==> src/rtl/reg_op_driver.sv <==
// reg_op_driver: issues decrement/increment/load/clear commands to an external register and checks its read-back value.
// Optional build macro REG_OP_DRIVER_CHECK_EN enables the shadow model, the compare, mismatch and err_count.  Rev 1.0
`timescale 1ns/1ps
`default_nettype none

module reg_op_driver #(
   parameter int N = 8
) (
   input  logic         Clock,
   input  logic         Reset_n,
   input  logic         cmd_valid,
   output logic         cmd_ready,
   input  logic [1:0]   cmd_op,
   input  logic [N-1:0] cmd_data,
   input  logic [3:0]   cmd_rep,
   output logic         E,
   output logic [1:0]   FunSel,
   output logic [N-1:0] I,
   input  logic [N-1:0] Q,
   output logic         done,
   output logic         mismatch,
   output logic [7:0]   err_count
);

   localparam logic [1:0] c_OP_DEC  = 2'b00;
   localparam logic [1:0] c_OP_INC  = 2'b01;
   localparam logic [1:0] c_OP_LOAD = 2'b10;
   localparam logic [1:0] c_OP_CLR  = 2'b11;

   typedef enum logic [1:0] {
      S_IDLE  = 2'd0,
      S_ISSUE = 2'd1,
      S_CHECK = 2'd2,
      S_DONE  = 2'd3
   } state_t;

   state_t         r_state;
   state_t         w_next_state;
   logic           w_accept;
   logic           w_ready;
   logic [1:0]     w_issue_op;
   logic [N-1:0]   w_issue_data;

   logic [1:0]     r_op;
   logic [N-1:0]   r_data;
   logic [3:0]     r_count;
   logic           r_e;
   logic [1:0]     r_funsel;
   logic [N-1:0]   r_i;
   logic           r_done;

   always_comb begin
      w_next_state = r_state;
      w_ready      = 1'b0;
      w_accept     = 1'b0;
      w_issue_op   = r_op;
      w_issue_data = r_data;
      case (r_state)
         S_IDLE: begin
            w_ready      = 1'b1;
            w_accept     = cmd_valid;
            // first ISSUE follows acceptance directly, so take op/data from the port
            w_issue_op   = cmd_op;
            w_issue_data = cmd_data;
            if (cmd_valid) begin
               w_next_state = S_ISSUE;
            end
         end
         S_ISSUE: begin
            w_next_state = S_CHECK;
         end
         S_CHECK: begin
            if (r_count == 4'd1) begin
               w_next_state = S_DONE;
            end else begin
               w_next_state = S_ISSUE;
            end
         end
         S_DONE: begin
            w_next_state = S_IDLE;
         end
         default: begin
            w_next_state = S_IDLE;
         end
      endcase
   end

   always_ff @(posedge Clock or negedge Reset_n) begin
      if (!Reset_n) begin
         r_state  <= S_IDLE;
         r_op     <= 2'b00;
         r_data   <= '0;
         r_count  <= 4'd0;
         r_e      <= 1'b0;
         r_funsel <= 2'b00;
         r_i      <= '0;
         r_done   <= 1'b0;
      end else begin
         r_state <= w_next_state;
         r_done  <= (r_state == S_DONE);
         r_e     <= (w_next_state == S_ISSUE);
         if (w_accept) begin
            r_op    <= cmd_op;
            r_data  <= cmd_data;
            r_count <= (cmd_rep == 4'd0) ? 4'd1 : cmd_rep;
         end
         if (w_next_state == S_ISSUE) begin
            r_funsel <= w_issue_op;
            r_i      <= w_issue_data;
         end
         if (r_state == S_CHECK) begin
            r_count <= r_count - 4'd1;
         end
      end
   end

   assign cmd_ready = w_ready;
   assign E         = r_e;
   assign FunSel    = r_funsel;
   assign I         = r_i;
   assign done      = r_done;

`ifdef REG_OP_DRIVER_CHECK_EN
   logic [N-1:0] r_shadow;
   logic         r_known;
   logic         r_mismatch;
   logic [7:0]   r_err_count;

   always_ff @(posedge Clock or negedge Reset_n) begin
      if (!Reset_n) begin
         r_shadow    <= '0;
         r_known     <= 1'b0;
         r_mismatch  <= 1'b0;
         r_err_count <= 8'd0;
      end else begin
         if (r_state == S_ISSUE) begin
            case (r_op)
               c_OP_DEC:  r_shadow <= r_shadow - N'(1);
               c_OP_INC:  r_shadow <= r_shadow + N'(1);
               c_OP_LOAD: r_shadow <= r_data;
               c_OP_CLR:  r_shadow <= '0;
            endcase
            if (r_op[1]) begin
               r_known <= 1'b1;
            end
         end
         // the register is sampled the cycle after its enable, which is CHECK
         if ((r_state == S_CHECK) && r_known && (Q != r_shadow)) begin
            r_mismatch <= 1'b1;
            if (r_err_count != 8'hFF) begin
               r_err_count <= r_err_count + 8'd1;
            end
         end
      end
   end

   assign mismatch  = r_mismatch;
   assign err_count = r_err_count;
`else
   logic w_unused_q;
   assign w_unused_q = ^Q;
   assign mismatch   = 1'b0;
   assign err_count  = 8'd0;
`endif

endmodule

`default_nettype wire

==> config.mk <==
export PLATFORM = sky130hd
export DESIGN_NAME = reg_op_driver
export DESIGN_NICKNAME = d
export VERILOG_FILES = /design/src/rtl/reg_op_driver.sv
export SDC_FILE = /design/constraint.sdc
export NUM_CORES = 1
export LEC_CHECK = 0
export ABC_AREA = 0
export ABC_CLOCK_PERIOD_IN_PS = 2100
export BUFFER_PORTS_ARGS = -buffer_cell sky130_fd_sc_hd__buf_2
export CORE_MARGIN = 5
export CORE_UTILIZATION = 50
export DETAILED_ROUTE_END_ITERATION = 10
export PLACE_DENSITY = 0.88
export SYNTH_ARGS = -nofsm -noshare
export SYNTH_HDL_FRONTEND = slang
export SYNTH_SLANG_ARGS = --single-unit
==> constraint.sdc <==
create_clock -name Clock -period 2.1 [get_ports Clock]
set_clock_uncertainty 0.15 [all_clocks]
set_input_delay 0.42 -clock Clock [delete_from_list [all_inputs] [get_ports Clock]]
set_output_delay 0.42 -clock Clock [all_outputs]
set_load 0.01 [all_outputs]
; ---- Word-level counts from Yosys, hierarchy flattened
; Index checks and enable logic that the tools add are counted.
[word_totals]
ff_bits = 28
out_inout_bits = 22
wordCells = 27
[op_classes]
n_addsub = 1
n_eq_ne = 5
n_mux = 10
reduce_logical = 3
[ops]
columns = cell, count
row1 = 4-bit two-way mux, 3
row2 = 8-bit two-way mux, 1
row3 = 2-bit case mux with 4 select lines, 1
row4 = 2-bit two-way mux, 3
row5 = "2-bit by 1-bit equality test with 1-bit output, second input constant", 2
row6 = "2-bit equality test, second input constant", 2
row7 = "4-bit by 1-bit equality test with 1-bit output, second input constant", 1
row8 = 4-bit logical NOT, 1
row9 = "4-bit by 1-bit subtractor with 4-bit output, second input constant", 1
row10 = 2-bit logical NOT, 1
row11 = 1-bit two-way mux, 2
row12 = 2-bit nonzero test, 1

; ---- Longest topological paths before layout
[logic_depth]
depth_word = 4
mapped_depth = 6
mapped_depth_nobuf = 5

; ---- Worst setup path before layout
; No wires, ideal clock.
[synth_path]
kind = register to register
startpoint = register r_count[0]
endpoint = register r_funsel[0] (netlist: FunSel[0])
setup_ps = 125
arrival_ps = 1455
required_time_ps = 1825
path_slack_ps = 369
path_stages_with_launch = 6
path_buffers = 1
cell_sequence = dfrtp_1 -> ha_1 -> and4bb_2 -> nor3_4 -> buf_6 -> mux2_4
[synth_between]
elab_chain_cells = 4
[synth_rtl]
columns = element, line
row1 = start: declaration, 46  ; logic [3:0] r_count;
row2 = start signal: assignment, 105  ; r_count <= (cmd_rep == 4'd0) ? 4'd1 : cmd_rep;
row3 = start signal: assignment, 112  ; r_count <= r_count - 4'd1;
row4 = 4-bit by 1-bit equality test with 1-bit output, 73  ; if (r_count == 4'd1) begin
row5 = 2-bit two-way mux, 73
row6 = 2-bit case mux with 4 select lines, 58  ; case (r_state)
row7 = 2-bit by 1-bit equality test with 1-bit output, 107  ; if (w_next_state == S_ISSUE) begin
row8 = end signal: assignment, 108  ; r_funsel <= w_issue_op;
row9 = end: declaration, 48  ; logic [1:0] r_funsel;
; No other way between the ends.
; A chain may end at the register's enable or synchronous reset.

; ---- Worst setup path after layout
[layout_path]
startpoint = register r_state[1]
endpoint = output cmd_ready
[layout_between]
elab_chain_cells = 2
[layout_rtl]
columns = element, line
row1 = start: declaration, 37  ; state_t r_state;
row2 = start signal: assignment, 99  ; r_state <= w_next_state;
row3 = 2-bit logical NOT, 58
row4 = 1-bit two-way mux, 58
row5 = end: declaration, 12  ; output logic cmd_ready,
; No other way between the ends.

==> impl_metrics.py <==
metrics = {
    "outcome": {
        "run_status": "completed",
    },
    "worst_setup_path": {
        "r2r_slack_ns": 0.21,
        "slowest_stage": "dfrtp_2",
        "crit_fanout": 9,
        "reg2reg_to": "I[0]$_DFFE_PN0N_",
        "worst_ep_arrival_time_ns": 1.44,
        "crit_type": "reg2out",
        "required_ns": 1.53,
        "r2r_cells": 6,
        "slowest_delay_ns": 0.50,
        "start_kind": "flip-flop",
        "r2r-start": "r_count[1]$_DFFE_PN0P_",
        "critical_path.cell_chain": "nor2_2, buf_4, buf_2",
        "cp-end-kind": "output pin",
    },
    "cts": {
        "clk_latency_ns": 0.32,
        "numCtsBuffers": 3,
        "clock-root-buffer": "clkbuf_4",
        "clkSinkCount": 28,
        "clk_pin_slew_ns": 0.15,
        "cts_tree": "done",
        "cts_buffer_depth": 2,
        "htreeDepth": 1,
    },
    "sta": {
        "finalHoldViolCount": 0,
        "max_freq_ghz": 0.4971,
        "setup_tns_ns": 0,
        "slew_headroom": 0.5886,
        "rsz0062_at_grt": "no",
        "slew_violations": 0,
        "period_share": 0.9580,
        "worst_pin_slew_ns": 0.6171,
        "setup_viol": 0,
        "hold_ws_ns": 0.1864,
        "layout_min_cycle_time_ns": 2.012,
    },
    "grt": {
        "grt-ovfl-total": 0,
        "first_global_vias": 936,
        "grt_most_used_layer": "met2",
        "grt_use_total": 0.1357,
        "grt_pass1_wl_mm": 4.436,
        "met2_usage": 0.2462,
        "antenna_found_initial": 0,
        "use_met3": 0.02977,
        "grt_use_met1": 0.1563,
        "grt_max_degree": 29,
    },
    "logic_synthesis": {
        "synth-seq-cells": 28,
        "yosysMostFrequentCell": "dfrtp_1",
        "yosys_warnings": 0,
        "syn-cell-area_sq_um": 1466,
        "synth_top_area_share": 0.4778,
        "synth_area_leader_cell": "dfrtp_1",
        "netlist_instances": 111,
        "async_flop_share": 1.000,
        "netlist_top_cells_count": "28 x dfrtp_1, 18 x mux2_4, 12 x mux2_2",
        "synth.distinct_cells": 30,
        "synth_ff_type": "dfrtp_1",
        "netlist_top_cells_area": "dfrtp_1 48%, mux2_4 18%, mux2_2 9.2%, buf_4 4.6%, ha_1 1.7%",
        "yosysSeqAreaShare": 0.4778,
        "synth_edf_count": 0,
        "syn_avg_cell_area_sq_um": 13.21,
    },
    "layout": {
        "num_antenna_cells": 0,
        "fin_nets": 175,
        "instances_no_fill": 178,
        "drive_gt1_frac": 0.5306,
        "synthToLayoutAreaGrowth_pct": 16.04,
    },
    "power_and_ir_drop": {
        "power_w": 0.002661,
        "power_leakage_nw": 0.8308,
        "vdd_drop_max_mv": 1.102,
        "powerDensity_nw_per_um2": 1564,
    },
    "route": {
        "num_vias": 924,
        "drt_iter0_markers": 20,
        "detail-route-antenna-nets": 0,
        "wl_per_cell_microns": 15.49,
        "wl_mm": 2.758,
        "drt_first_pass_iters": 4,
        "vias_per_cell": 5.191,
        "drc": 0,
    },
    "worst_hold_path": {
        "min_to": "r_data[0]$_DFFE_PN0P_",
        "hp-class": "in2reg",
        "min_delay_path_depth": 2,
        "hold_start": "cmd_data[0]",
    },
    "floorplanning": {
        "core.rowCount": 19,
        "ios": 47,
        "die_x_microns": 64.16,
        "initial_core_util": 0.5272,
        "core_sq_um": 2781,
        "die_area_sq_um": 4116,
        "chipHeight_microns": 64.16,
    },
    "placed_design": {
        "port_buffers": 29,
        "gp_congestion": 0.8522,
        "hpwl_mm": 2.011,
        "dp_cells": 169,
    },
    "flow_run": {
        "maxCapViolations": 0,
    },
}
cells by family after synthesis:
| family | after synthesis | synth area share |
|---|---|---|
| AO/OA/AOI/OAI | 13 | 0.05375 |
| adder cells (fa/ha/maj) | 2 | 0.01706 |
| buffers and inverters | 18 | 0.08105 |
| flip-flops | 28 | 0.4778 |
| multiplexers | 30 | 0.2765 |
| other | 1 | 0.002557 |
| AND/OR/NAND/NOR | 19 | 0.09131 |
cell type report:
class,instances,area [sq um]
multi-input cells,73,681.9
flip-flops and latches,28,701.9
fillers,231,1080
clock buffers,4,36.28
inverters,4,15.01
repair buffers,38,227.7
well taps,31,38.79
how the worst max path moves through the flow:
stage	startpoint	to	cells past startpoint
finish	r_state[1]$_DFF_PN0_	cmd_ready	3
global route	r_state[1]$_DFF_PN0_	cmd_ready	3
CTS	r_state[1]$_DFF_PN0_	cmd_ready	3
detailed placement	r_count[1]$_DFFE_PN0P_	I[0]$_DFFE_PN0N_	6
global placement	r_state[1]$_DFF_PN0_	I[4]$_DFFE_PN0N_	4
floorplan	r_count[0]$_DFFE_PN0P_	FunSel[0]$_DFFE_PN0N_	5
per-layer routing:
metal / up-vias / part of all wire
met3: 2 / 0.059
li1: 448 / -
met4: 0 / 0.0029
met5: - / 0
met2: 24 / 0.53
met1: 450 / 0.41
worst max-delay path, delay by kind of cell, from the launching register on:
kind,cells,cell delay [ns]
flip-flops,1,0.50
buffers and inverters,2,0.40
AND/OR/NAND/NOR,1,0.21
sequential cells by signal (all words and copies together) (netlist names):
name and count:
r_op 2, done 1, r_state 2, I 8, FunSel 2, r_data 8, r_count 4, E 1
where the power goes:
part / internal, W / switching, W / total [W]
clock network: 0.000106 / 0.000153 / 0.000259
registers: 0.000814 / 0.000194 / 0.00101
logic: 0.000838 / 0.000555 / 0.00139
layout by cell type (no fill, tap or decap), types with 3 or more instances in the layout:
master	count
buf_2	29
dfrtp_1	27
mux2_4	18
mux2_2	12
conb_1	9
buf_4	7
o21ai_0	5
inv_1	4
nor2_1	3
a21oi_1	3
clkbuf_4	3
what timing repair did:
action / CTS / global route
hold buffers: 1 / 0
gates cloned: 0 / 0
resized for setup: 1 / 0
endpoints found under the hold margin: 28 / 0
setup buffers: 0 / 4
endpoints found under the setup margin: 1 / 1
per-stage QoR:
| stage | cell area [sq um] | util | setup slack (ns) |
|---|---|---|---|
| 3_5_place_dp | 1624 | 0.5839 | 0.2194 |
| 4_1_cts | 1672 | 0.6010 | 0.04679 |
| 2_1_floorplan | 1496 | - | 0.3694 |
| 3_3_place_gp | 1624 | 0.5839 | 0.2750 |
| 5_1_grt | 1702 | 0.6118 | 0.01625 |
| 6_report | 1702 | 0.6118 | 0.08826 |
(Power assumes the default switching activity.)
